==> src/rtl/fp_pkg.sv <==
// Shared binary32 field layout, exponent constants and fclass bit positions
// for the FP unpack/classify and sign-injection paths.
package fp_pkg;

    localparam int unsigned BIAS        = 127;
    localparam int unsigned EXP_MAX     = 255;
    localparam int          SUBNORM_EXP = -127;

    localparam int unsigned CLS_W     = 10;
    localparam int unsigned CLS_NINF  = 0;
    localparam int unsigned CLS_NNORM = 1;
    localparam int unsigned CLS_NSUB  = 2;
    localparam int unsigned CLS_NZERO = 3;
    localparam int unsigned CLS_PZERO = 4;
    localparam int unsigned CLS_PSUB  = 5;
    localparam int unsigned CLS_PNORM = 6;
    localparam int unsigned CLS_PINF  = 7;
    localparam int unsigned CLS_SNAN  = 8;
    localparam int unsigned CLS_QNAN  = 9;

    typedef struct packed {
        logic        sign;
        logic [7:0]  exp;
        logic [22:0] frac;
    } fp32_t;

endpackage

==> src/rtl/lzc23.sv <==
// Combinational leading-zero counter for a 23-bit fraction; all-zero gives 23.
module lzc23 (
    input  logic [22:0] in_bits,
    output logic [4:0]  lz
);

    logic found;

    always_comb begin
        lz    = 5'd23;
        found = 1'b0;
        for (int i = 22; i >= 0; i--) begin
            if (!found && in_bits[i]) begin
                lz    = 5'(22 - i);
                found = 1'b1;
            end
        end
    end

endmodule

==> src/rtl/fp_unpack_class.sv <==
// Two-stage valid/ready binary32 unpacker: stage 1 classifies and counts
// leading zeros, stage 2 produces unbiased exponent and normalized significand.
module fp_unpack_class
    import fp_pkg::*;
#(
    parameter int unsigned EXP_W     = 8,
    parameter int unsigned FRAC_W    = 23,
    parameter int unsigned OUT_EXP_W = 10
) (
    input  logic                 clk,
    input  logic                 rst_n,
    input  logic                 flush,
    input  logic                 in_valid,
    output logic                 in_ready,
    input  logic [31:0]          rs1,
    output logic                 out_valid,
    input  logic                 out_ready,
    output logic                 out_sign,
    output logic [OUT_EXP_W-1:0] out_exp,
    output logic [FRAC_W:0]      out_mant,
    output logic [CLS_W-1:0]     out_class
);

    localparam int unsigned MANT_W = FRAC_W + 1;
    localparam int unsigned LZ_W   = 5;

    fp32_t op;
    assign op = rs1;

    logic [LZ_W-1:0] lz_c;
    logic [3:0]      cls_idx_c;
    logic [CLS_W-1:0] cls_c;

    lzc23 u_lzc (
        .in_bits (op.frac),
        .lz      (lz_c)
    );

    // fclass decode of the incoming operand
    always_comb begin
        cls_idx_c = 4'(CLS_PNORM);
        if (op.exp == '1) begin
            if (op.frac == '0) cls_idx_c = op.sign ? 4'(CLS_NINF) : 4'(CLS_PINF);
            else               cls_idx_c = op.frac[22] ? 4'(CLS_QNAN) : 4'(CLS_SNAN);
        end else if (op.exp == '0) begin
            if (op.frac == '0) cls_idx_c = op.sign ? 4'(CLS_NZERO) : 4'(CLS_PZERO);
            else               cls_idx_c = op.sign ? 4'(CLS_NSUB) : 4'(CLS_PSUB);
        end else begin
            cls_idx_c = op.sign ? 4'(CLS_NNORM) : 4'(CLS_PNORM);
        end
        cls_c = CLS_W'(1) << cls_idx_c;
    end

    logic                 s1_valid_q, s1_valid_d;
    logic                 s1_sign_q,  s1_sign_d;
    logic [EXP_W-1:0]     s1_exp_q,   s1_exp_d;
    logic [FRAC_W-1:0]    s1_frac_q,  s1_frac_d;
    logic [CLS_W-1:0]     s1_class_q, s1_class_d;
    logic [LZ_W-1:0]      s1_lz_q,    s1_lz_d;

    logic                 out_valid_q, out_valid_d;
    logic                 out_sign_q,  out_sign_d;
    logic [OUT_EXP_W-1:0] out_exp_q,   out_exp_d;
    logic [MANT_W-1:0]    out_mant_q,  out_mant_d;
    logic [CLS_W-1:0]     out_class_q, out_class_d;

    logic s2_adv_c, s1_adv_c, accept_c;

    assign s2_adv_c = !out_valid_q || out_ready;
    assign s1_adv_c = !s1_valid_q || s2_adv_c;
    assign accept_c = in_valid && s1_adv_c && !flush;
    assign in_ready = s1_adv_c;

    always_comb begin
        s1_valid_d  = s1_valid_q;
        s1_sign_d   = s1_sign_q;
        s1_exp_d    = s1_exp_q;
        s1_frac_d   = s1_frac_q;
        s1_class_d  = s1_class_q;
        s1_lz_d     = s1_lz_q;
        out_valid_d = out_valid_q;
        out_sign_d  = out_sign_q;
        out_exp_d   = out_exp_q;
        out_mant_d  = out_mant_q;
        out_class_d = out_class_q;

        if (s2_adv_c) begin
            out_valid_d = s1_valid_q;
            if (s1_valid_q) begin
                out_sign_d  = s1_sign_q;
                out_class_d = s1_class_q;
                if (s1_exp_q == EXP_W'(EXP_MAX)) begin
                    out_exp_d  = OUT_EXP_W'(EXP_MAX - BIAS);
                    out_mant_d = {1'b1, s1_frac_q};
                end else if (s1_exp_q != '0) begin
                    out_exp_d  = OUT_EXP_W'(s1_exp_q) - OUT_EXP_W'(BIAS);
                    out_mant_d = {1'b1, s1_frac_q};
                end else if (s1_frac_q != '0) begin
                    // subnormal: shift the first set fraction bit up to the MSB
                    out_exp_d  = OUT_EXP_W'(SUBNORM_EXP) - OUT_EXP_W'(s1_lz_q);
                    out_mant_d = MANT_W'({s1_frac_q, 1'b0} << s1_lz_q);
                end else begin
                    out_exp_d  = '0;
                    out_mant_d = '0;
                end
            end
        end

        if (s1_adv_c) begin
            s1_valid_d = accept_c;
            if (accept_c) begin
                s1_sign_d  = op.sign;
                s1_exp_d   = op.exp;
                s1_frac_d  = op.frac;
                s1_class_d = cls_c;
                s1_lz_d    = lz_c;
            end
        end

        if (flush) begin
            s1_valid_d  = 1'b0;
            out_valid_d = 1'b0;
        end
    end

    always_ff @(posedge clk or negedge rst_n) begin
        if (!rst_n) begin
            s1_valid_q  <= 1'b0;
            s1_sign_q   <= 1'b0;
            s1_exp_q    <= '0;
            s1_frac_q   <= '0;
            s1_class_q  <= '0;
            s1_lz_q     <= '0;
            out_valid_q <= 1'b0;
            out_sign_q  <= 1'b0;
            out_exp_q   <= '0;
            out_mant_q  <= '0;
            out_class_q <= '0;
        end else begin
            s1_valid_q  <= s1_valid_d;
            s1_sign_q   <= s1_sign_d;
            s1_exp_q    <= s1_exp_d;
            s1_frac_q   <= s1_frac_d;
            s1_class_q  <= s1_class_d;
            s1_lz_q     <= s1_lz_d;
            out_valid_q <= out_valid_d;
            out_sign_q  <= out_sign_d;
            out_exp_q   <= out_exp_d;
            out_mant_q  <= out_mant_d;
            out_class_q <= out_class_d;
        end
    end

    assign out_valid = out_valid_q;
    assign out_sign  = out_sign_q;
    assign out_exp   = out_exp_q;
    assign out_mant  = out_mant_q;
    assign out_class = out_class_q;

endmodule

==> config.mk <==
export PLATFORM = sky130hd
export DESIGN_NAME = fp_unpack_class
export DESIGN_NICKNAME = d
export VERILOG_FILES = /design/src/rtl/fp_pkg.sv /design/src/rtl/lzc23.sv /design/src/rtl/fp_unpack_class.sv
export SDC_FILE = /design/constraint.sdc
export NUM_CORES = 1
export LEC_CHECK = 0
export CELL_PAD_IN_SITES_DETAIL_PLACEMENT = 0
export CELL_PAD_IN_SITES_GLOBAL_PLACEMENT = 2
export CORE_ASPECT_RATIO = 0.9
export CORE_MARGIN = 5
export CORE_UTILIZATION = 30
export DETAILED_ROUTE_END_ITERATION = 10
export GPL_TIMING_DRIVEN = 0
export PLACE_DENSITY = 0.82
export SKIP_LAST_GASP = 1
export SYNTH_ARGS = -nofsm -noshare
export SYNTH_HDL_FRONTEND = slang
export SYNTH_SLANG_ARGS = --single-unit
==> constraint.sdc <==
create_clock -name clk -period 1.8 [get_ports clk]
set_input_delay 0.45 -clock clk [delete_from_list [all_inputs] [get_ports clk]]
set_output_delay 0.45 -clock clk [all_outputs]
set_load 0.02 [all_outputs]
-- Yosys cells after proc, flatten, opt, wreduce, memory -nomap -nowiden
Cells that the tools add are included.
- bits in registers: 94
- reductions and logical operators: 59
- add/sub/neg operators: 2
- mux-type cells: 64
- shift-type cells: 2
- equal/unequal tests: 2
- operators by type and width (operator ; count):
    $mux W5 ; 23
    $mux W24 ; 3
    $mux W10 ; 3
    $mux W1 ; 27
    $logic_not A1 Y1 ; 25
    $logic_and A1 B1 Y1 ; 24
    $shl A24 B5 Y24 ; 1
    $logic_not A23 Y1 ; 1
    $reduce_bool A23 Y1 ; 1
    $eq A8 B8 Y1 const B ; 2
    $mux W3 ; 5
    $mux W4 ; 3
    $shl A1 B4 Y10 const A ; 1
    $sub A8 B6 Y9 const A ; 1
    $sub A8 B7 Y9 const B ; 1
    $logic_not A8 Y1 ; 1
    $reduce_bool A8 Y1 ; 1
    $reduce_and A2 Y1 ; 2
    $reduce_bool A2 Y1 ; 2
    $logic_or A1 B1 Y1 ; 2

-- Longest topological paths before layout
Gate-level depths: netlist of run 1.
- depth in word-level cells: 67
- mapped depth: 9

-- Modules after synthesis
A second synthesis of run 1 with hierarchy kept.
- cells, all modules: 569
- area, all modules: 5584.1 sq um
- modules (own cells, without submodules) (module ; area an instance (sq um) ; cells an instance ; sequential area each (sq um) ; instances):
    fp_unpack_class ; 5310.1 ; 530 ; 2327.2 ; 1
    lzc23 ; 274.0 ; 39 ; 0.0 ; 1

-- Worst setup path before layout of run 1
OpenSTA, ideal clock, no wires.
- path kind: input port to flip-flop
- from: input port rs1[19]
- to: register s1_class_q[7]
- cell stages on the path: 9
- data required time: 1657 ps
- data arrival time: 2410 ps
- setup slack: -753 ps
- path buffers: 0
- path through: nor4_4 -> nand4_1 -> nor2_1 -> inv_1 -> ha_1 -> nor4_2 -> a2111oi_4 -> a41oi_1 -> o31ai_1
- word-level cells in the longest chain between the ends: 5
- RTL lines (what ; RTL line ; text):
    from (decl) ; fp_unpack_class.sv:15 ; input logic [31:0] rs1,
    $logic_not A23 Y1 * ; fp_unpack_class.sv:43, fp_unpack_class.sv:46 ;
    $mux W3 ; fp_unpack_class.sv:46 ; if (op.frac == '0) cls_idx_c = op.sign ? 4'(CLS_NZERO) : 4'(CLS_PZERO);
    $mux W4 ; fp_unpack_class.sv:45 ; end else if (op.exp == '0) begin
    $mux W4 * ; fp_unpack_class.sv:42 ; if (op.exp == '1) begin
    $shl A1 B4 Y10 * ; fp_unpack_class.sv:51 ; cls_c = CLS_W'(1) << cls_idx_c;
    to (signal assigned) ; fp_unpack_class.sv:144 ; s1_class_q <= s1_class_d;
    to (decl) ; fp_unpack_class.sv:58 ; logic [CLS_W-1:0] s1_class_q, s1_class_d;
Every way passes the cells marked *; elsewhere a longest branch is shown, timed or not.
A chain may end at the register's enable or synchronous reset.

-- Worst setup path in the final report of run 1
- from: input port rs1[19]
- to: register s1_class_q[1]
The elaborated chain is that of the path after synthesis.

==> results.yml, run 1 <==
synthesis:
  synth.distinct_cells: 64
  synth_seq_cells: 93
  ys_seq_area_share_pct: 42.72
  syn_area_um2: 5448
  synthCells: 589
  ys_async_sr_fraction_pct: 100.0
  syn_avg_cell_area_um2: 9.249
  synth-edff-count: 0
  yosysWarnings: 0
  syn_nets: 631
  ys.flop_type: "dfrtp_1"
global_routing:
  grt_pass1_wl_um: 30220
  track_usage_pct: 18.31
  grt_antenna_before_repair: 0
  grt-ovfl-total: 0
  grt_pass1_vias: 5224
  grt_max_degree: 66
placed_design:
  dp_slack_ns: -1.569
  hpwl_um: 14240
  io_buffer_count: 83
  placed_area_um2: 6659
  dp.cells: 913
  gp_congestion: 0.8694
pwr:
  clkPwrFrac_pct: 28.2
  p_sw_mw: 2.492
  seq_power_share_pct: 37.5
  irDropWorstVdd_mv: 0.4591
  total_power_mw: 7.194
  p_int_mw: 4.702
  p_leak_nw: 3.687
  swShare_pct: 34.64
  p_per_area_nw_per_um2: 898.0
  combPwrFrac_pct: 34.4
worst_setup_path:
  cp.required_ns: 2.03
  worstPathCellList: "buf_2, nor4_4, nand4_1, nor2_4, buf_6, ha_4, nor4_4, buf_4, buf_4, a221oi_4, o31ai_1"
  rr_worst_depth: 7
  timing.rr.end: "out_mant[17]"
  cp_slowest_cell: "nor4_4"
  crit_start: "rs1[19]"
  crit_type: "input port to flip-flop"
  worstSetupEndpoint: "s1_class_q[1]"
  cp_max_fo: 4
  r2r_slack_ns: -0.31
  arrival_ns: 2.37
  cp-end-kind: "flip-flop"
  critPathLaunchType: "input port"
  max_stage_delay_ns: 0.32
  regToRegStartpoint: "s1_lz_q[0]"
clock_tree:
  cts_root_buf: "clkbuf_16"
  cts_tree: "built"
  clk_latency_ns: 0.36
  numCtsBuffers: 9
  cts_max_level: 3
  clock_sinks: 93
  cts.clk_slew.worst_paths_ns: 0.08
  cts_buffer_depth: 2
status:
  status: "finished with violations"
  violations: "setup timing"
min_path:
  min_path_type: "input port to asynchronous set/reset pin"
sta:
  slew_headroom_pct: 55.37
  skew_ns: 0.009599
  max_freq_ghz: 0.4678
  worstMarginPinSlew_ns: 0.6695
  final.min_clock_period_ns: 2.138
  rsz0062_at_grt: "yes"
  fin_tns_setup_ns: -5.996
  post-route-period-util_pct: 118.8
  finalHoldViolCount: 0
  timing.final.ws_setup_ns: -0.3377
  report.final.slew_viol_count: 0
  setup_viol: 29
  fin_hold_ws_ns: 0.02044
drt:
  antenna_left: 0
  drc: 0
  routed_wl_um: 19480
  dr.pass1.iters: 5
  vias_per_cell: 5.384
  avgRoutedWirePerCell_um: 19.58
  drt_iter0_drc: 343
  num_vias: 5357
finish:
  num-nets-final: 792
  stdcell_area_um2: 8011
  layout_common_cells: "156 x nand2_1, 90 x dfrtp_1, 61 x buf_4, 29 x nor2_1, 27 x a21oi_1"
  antenna_cells: 0
  postLayoutCoreUtil_pct: 45.19
  final_common_cell: "nand2_1"
  areaGrowthSynthToFinish_pct: 47.06
  nFillCells: 1741
  regArea_um2: 2331
  finalNonFillerCells: 995
  drive_gt1_share_pct: 31.13
  multiInputGateArea_um2: 3371
die:
  die_h_um: 137.8
  row_count: 46
  core_um2: 17730
  start_util_pct: 30.73
  io_pins: 84
  fp.dieW_um: 152.0
  die_area_um2: 20960
flow_run:
  drv_cap: 0
[Yosys cell counts, drive strengths merged, types with 7 or more instances]
| cell type | instances | area share (%) |
|---|---|---|
| nor2 | 34 | 2.3 |
| o31ai | 12 | 1.7 |
| a21oi | 38 | 3.5 |
| inv | 11 | 0.76 |
| a22o | 12 | 1.9 |
| nand3 | 7 | 0.64 |
| mux4 | 22 | 9.1 |
| mux2i | 15 | 2.8 |
| and3 | 13 | 1.5 |
| nor4 | 12 | 2.2 |
| clkbuf | 24 | 1.7 |
| dfrtp | 93 | 43 |
| nor3 | 11 | 1.0 |
| nand2 | 160 | 11 |
| buf | 11 | 1.3 |
| o21ai | 28 | 2.6 |
[critical path: cells and delay by family]
family,cells,cell delay [ns]
and+or+nand+nor,4,0.79
buffers and inverters,4,0.56
AOI/OAI and AO/OA,2,0.42
adders and majority gates,1,0.15
[worst min-delay path by stage]
stage	to	cells after the start	start	slack [ns]
floorplan	out_class[0]	0	rst_n	0.15
global placement	out_mant[0]	2	out_mant[0]	0.46
detailed placement	out_exp[2]	1	rst_n	0.41
CTS	out_exp[2]	1	rst_n	0.02
global route	out_exp[2]	1	rst_n	0.05
finish	out_exp[2]	1	rst_n	0.02
[routing by layer]
metal | wire, µm | share of wire, % | global-route usage, % | vias to the layer above
li1 | - | - | - | 2456
met1 | 9281 | 48 | 26.25 | 2674
met2 | 8736 | 45 | 27.91 | 199
met3 | 1085 | 5.6 | 3.580 | 28
met4 | 376 | 1.9 | 6.041 | 0
met5 | 0 | 0 | 0 | -
[power by group through the flow]
| stage | combinational [mW] | clock, mW | sequential (mW) |
|---|---|---|---|
| after floorplan | 1.02 | 0 | 2.82 |
| after global placement | 2.04 | 0 | 2.71 |
| after detailed placement | 2.05 | 0 | 2.72 |
| after CTS | 2.33 | 2.09 | 2.69 |
| after global routing | 2.65 | 2.16 | 2.73 |
| final | 2.47 | 2.03 | 2.70 |
[layout make-up]
cell class	instances	share of cell area (%)
buffer	33	2.796
clock buffer	9	2.811
clock inverter	7	1.140
inverter	14	0.6872
multi-input combinational	447	42.07
sequential	93	29.10
tap	240	3.748
timing repair buffer	152	17.65
[timing repair]
item	in CTS	in global routing
cloned	0	0
pin swaps	23	34
buffers inserted	49	21
hold buffers	0	0
endpoints found under the setup margin	102	95
endpoints found under the hold margin	0	0
gates resized for setup	185	76
[state kept, by name (all words and copies together) (netlist names)]
signal and count:
out_mant 24, out_exp 9, out_class 10, s1_exp_q 8, out_sign 1, s1_class_q 10
out_valid 1, s1_sign_q 1, s1_valid_q 1, s1_frac_q 23, s1_lz_q 5
[cell families (layout without fill, tap and decap cells)]
kind of cell	Yosys count	count (layout)	share of synthesized area (%)
and+or+nand+nor	261	261	22.00
adders and majority gates	5	5	1.148
DFF	93	93	42.72
muxes	40	40	12.47
AOI/OAI and AO/OA	133	133	16.45
buffers and inverters	49	215	3.927
xor gates and xnor gates	8	8	1.286
Power figures use the tool's default switching activity.
==> run 2, diff against run 1 <==
CORE_UTILIZATION = 34   (was 30)
PLACE_DENSITY = 0.87   (was 0.82)
clock period = 2.3 ns   (was 1.8 ns; I/O delays follow)
==> run 2 against run 1 <==
The flow now finishes without violations. Power shrank 28%. Combinational power shrank 36%. Routed wire length shrank 6.8%. Clock power is 28% lower.
==> results.yml, run 2 (synthesis gave the netlist of run 1 again) <==
clock_tree:
  cts_root_buf: "clkbuf_16"
  cts.clk_slew.worst_paths_ns: 0.06
  cts_buffer_depth: 2
  numCtsBuffers: 9
  clk_latency_ns: 0.36
  cts_tree: "built"
  clock_sinks: 93
  cts_max_level: 3
sta:
  worstMarginPinSlew_ns: 0.6853
  skew_ns: 0.01077
  final.min_clock_period_ns: 2.262
  fin_hold_ws_ns: 0.1657
  finalHoldViolCount: 0
  slew_headroom_pct: 54.31
  timing.final.ws_setup_ns: 0.03843
  report.final.slew_viol_count: 0
  setup_viol: 0
  post-route-period-util_pct: 98.33
  max_freq_ghz: 0.4422
  rsz0062_at_grt: "yes"
drt:
  drt_iter0_drc: 255
  avgRoutedWirePerCell_um: 20.10
  num_vias: 4966
  vias_per_cell: 5.499
  drc: 0
  routed_wl_um: 18150
  antenna_left: 0
  dr.pass1.iters: 7
pwr:
  swShare_pct: 34.55
  total_power_mw: 5.162
  seq_power_share_pct: 40.9
  p_leak_nw: 3.108
  p_sw_mw: 1.783
  combPwrFrac_pct: 30.8
  irDropWorstVdd_mv: 0.4223
  clkPwrFrac_pct: 28.4
  p_int_mw: 3.378
  p_per_area_nw_per_um2: 735.0
status:
  status: "finished, final reports clean"
die:
  fp.dieW_um: 143.4
  die_area_um2: 18660
  core_um2: 15550
  io_pins: 84
  die_h_um: 130.1
  start_util_pct: 35.04
  row_count: 43
min_path:
  min_path_type: "input port to asynchronous set/reset pin"
global_routing:
  grt-ovfl-total: 0
  grt_pass1_wl_um: 29230
  grt_pass1_vias: 5095
  grt_max_degree: 61
  track_usage_pct: 20.30
  grt_antenna_before_repair: 0
worst_setup_path:
  arrival_ns: 1.69
  cp.required_ns: 1.73
  cp_max_fo: 3
  cp-end-kind: "output port"
  r2r_slack_ns: 0.10
  crit_type: "input port to output port"
  critPathLaunchType: "input port"
placed_design:
  dp.cells: 875
  dp_slack_ns: -1.073
  placed_area_um2: 6583
  gp_congestion: 0.9568
  io_buffer_count: 83
  hpwl_um: 13680
finish:
  largest_reg_flops: 24
  final_common_cell: "nand2_1"
  finalNonFillerCells: 903
  drive_gt1_share_pct: 15.12
  layout_common_cells: "160 x nand2_1, 93 x dfrtp_1, 54 x clkdlybuf4s50_1, 37 x a21oi_1, 33 x nor2_1"
  stdcell_area_um2: 7023
  num-nets-final: 738
  areaGrowthSynthToFinish_pct: 28.92
  antenna_cells: 0
flow_run:
  drv_cap: 0
## run 2: what timing repair did
item                       CTS  global route
setup endpoints to repair   40            26
hold buffers                 0             0
pin swaps                   14            15
setup buffers                9             4
gates resized for setup     47            44
## run 2: metal layers
| metal | global-route usage (%) | up-vias | share of wire, % |
|---|---|---|---|
| met3 | 5.387 | 22 | 5.9 |
| met5 | 0 | - | 0 |
| met1 | 29.31 | 2425 | 48 |
| met4 | 5.592 | 0 | 2.0 |
| li1 | - | 2348 | - |
| met2 | 30.27 | 171 | 44 |
## run 2: power by group through the flow
stage          combinational (mW)  sequential (mW)  clock, mW
3_3_place_gp                 1.57             2.12          0
6_report                     1.59             2.11       1.46
5_1_grt                      1.72             2.14       1.57
2_1_floorplan               0.785             2.20          0
4_1_cts                      1.58             2.10       1.51
3_5_place_dp                 1.57             2.13          0
## run 2: cell type report
| class | instances | area, µm² |
|---|---|---|
| flip-flops and latches | 93 | 2327 |
| fillers | 1509 | 8526 |
| clock inverters | 5 | 42.54 |
| plain buffers | 34 | 173.9 |
| repair buffers | 97 | 903.4 |
| multi-input cells | 447 | 3027 |
| well taps | 202 | 252.7 |
| clock buffers | 11 | 242.7 |
| inverters | 14 | 53.80 |
## run 2: worst paths after layout
path / start / to / cells past startpoint
min in group clk: rs1[11] / s1_frac_q[11] / 3
max reg2reg: s1_lz_q[0] / out_mant[6] / 8
min: rst_n / out_exp[3] / 1
max: out_ready / in_ready / 4
max in group asynchronous: rst_n / s1_frac_q[3] / 2
min reg2reg: out_class[5] / out_class[5] / 2
## run 2: metrics by stage
| stage | util [%] | TNS (ns) |
|---|---|---|
| 2_1_floorplan | - | -1.068 |
| 3_3_place_gp | 42.17 | -292.11 |
| 3_5_place_dp | 42.34 | -34.84 |
| 4_1_cts | 44.88 | 0 |
| 5_1_grt | 45.17 | -0.03572 |
| 6_report | 45.17 | 0 |
## run 2: worst max-delay path, cell delays in order
cell	delay [ns]
clkdlybuf4s50_1	0.47
and3b_2	0.24
inv_1	0.07
dlygate4sd2_1	0.33
==> run 3, diff against run 2 <==
SLEW_MARGIN = 20   (was default)
==> run 3 against run 2 <==
Critical path depth stayed put. Combinational power hardly changed. Sequential power hardly changed. Die area stayed put. Clock skew hardly changed. Cell area hardly changed. Setup slack stayed put. Routed wire length hardly changed. Highest routed layer unchanged. Fmax stayed put. Non-clock buffer count stayed put. Register-to-register slack hardly changed. Sequential share of layout area hardly changed.
==> results.yml, run 3 (synthesis gave the netlist of run 1 again) <==
status:
  status: "finished, final reports clean"
clock_tree:
  cts_max_level: 3
  numCtsBuffers: 9
  cts_tree: "built"
  ctsHoldBuffers: 0
  cts.clk_slew.worst_paths_ns: 0.06
  clk_latency_ns: 0.36
  clock_sinks: 93
  cts_buffer_depth: 2
  cts_root_buf: "clkbuf_16"
worst_setup_path:
  critPathLaunchType: "input port"
  cp_max_fo: 3
  cp-end-kind: "output port"
  crit_type: "input port to output port"
  arrival_ns: 1.69
  cp.required_ns: 1.73
  rr_worst_depth: 8
global_routing:
  met1_usage_pct: 29.31
  grt-ovfl-total: 0
  met3_usage_pct: 5.387
  grt_antenna_before_repair: 0
  grt_pass1_wl_um: 29230
  track_usage_pct: 20.30
  met2_usage_pct: 30.27
  grt_pass1_vias: 5095
  busiest_layer: "met2"
  grt_max_degree: 61
die:
  die_h_um: 130.1
  start_util_pct: 35.04
  fp.dieW_um: 143.4
  die_area_um2: 18660
  row_count: 43
  core_um2: 15550
  io_pins: 84
finish:
  final_common_cell: "nand2_1"
  regArea_um2: 2327
  areaGrowthSynthToFinish_pct: 28.98
  postLayoutCoreUtil_pct: 45.19
  drive_gt1_share_pct: 15.12
  stdcell_area_um2: 7027
  largest_reg_flops: 24
  num-nets-final: 738
  multiInputGateArea_um2: 3027
  layout_common_cells: "160 x nand2_1, 93 x dfrtp_1, 54 x clkdlybuf4s50_1, 37 x a21oi_1, 33 x nor2_1"
  antenna_cells: 0
  nFillCells: 1509
  finalNonFillerCells: 903
drt:
  drc: 0
  antenna_left: 0
  drt_iter0_drc: 255
  avgRoutedWirePerCell_um: 20.11
  routed_wl_um: 18160
  vias_per_cell: 5.502
  num_vias: 4968
  dr.pass1.iters: 7
sta:
  timing.final.ws_setup_ns: 0.03843
  final.min_clock_period_ns: 2.262
  fin_hold_ws_ns: 0.1008
  finalHoldViolCount: 0
  fin_tns_setup_ns: 0
  rsz0062_at_grt: "yes"
  max_freq_ghz: 0.4422
  report.final.slew_viol_count: 0
  worstMarginPinSlew_ns: 0.6910
  skew_ns: 0.01077
  setup_viol: 0
  post-route-period-util_pct: 98.33
  slew_headroom_pct: 53.93
placed_design:
  placed_area_um2: 6586
  dp.cells: 875
  io_buffer_count: 83
  gp_congestion: 0.9568
  dp_slack_ns: -1.073
  hpwl_um: 13680
pwr:
  p_leak_nw: 3.109
  irDropWorstVdd_mv: 0.4223
  total_power_mw: 5.162
  p_per_area_nw_per_um2: 734.6
flow_run:
  drv_cap: 0
min_path:
  min_path_type: "input port to asynchronous set/reset pin"
[run 3: changes by cell type in the layout (fill, tap and decap cells not counted)]
cell,before,now
buf_4,15,14
buf_6,0,1
[run 3: cell type report]
| cell class | instances | area share (%) |
|---|---|---|
| Multi-Input combinational cell | 447 | 43.07 |
| Buffer | 34 | 2.475 |
| Timing Repair Buffer | 97 | 12.91 |
| Inverter | 14 | 0.7657 |
| Tap cell | 202 | 3.597 |
| Clock buffer | 11 | 3.454 |
| Sequential cell | 93 | 33.12 |
| Clock inverter | 5 | 0.6054 |
[run 3: critical path: stages]
cell,delay (ns)
clkdlybuf4s50_1,0.47
and3b_2,0.24
inv_1,0.07
dlygate4sd2_1,0.33
[run 3: worst paths after layout]
path	start	slack, ns	endpoint
max	out_ready	0.04	in_ready
min	rst_n	0.10	out_exp[3]
max reg2reg	s1_lz_q[0]	0.10	out_mant[6]
min reg2reg	out_class[5]	0.48	out_class[5]
max in group asynchronous	rst_n	1.60	s1_frac_q[3]
min in group clk	rs1[11]	0.46	s1_frac_q[11]
[run 3: timing repair]
action                     in CTS  in global routing
setup endpoints to repair      40                 26
resized for setup              47                 44
buffers inserted                9                  4
pin swaps                      14                 15
[run 3: per-layer routing]
| metal | vias up | wire (µm) |
|---|---|---|
| li1 | 2348 | - |
| met4 | 0 | 356 |
| met1 | 2429 | 8754 |
| met5 | - | 0 |
| met2 | 169 | 7978 |
| met3 | 22 | 1068 |
[run 3: where the power goes]
group | leakage (nW) | internal [mW] | switching [mW]
Clock | 0.142 | 0.779 | 0.685
Combinational | 1.79 | 0.748 | 0.842
Sequential | 1.18 | 1.85 | 0.257
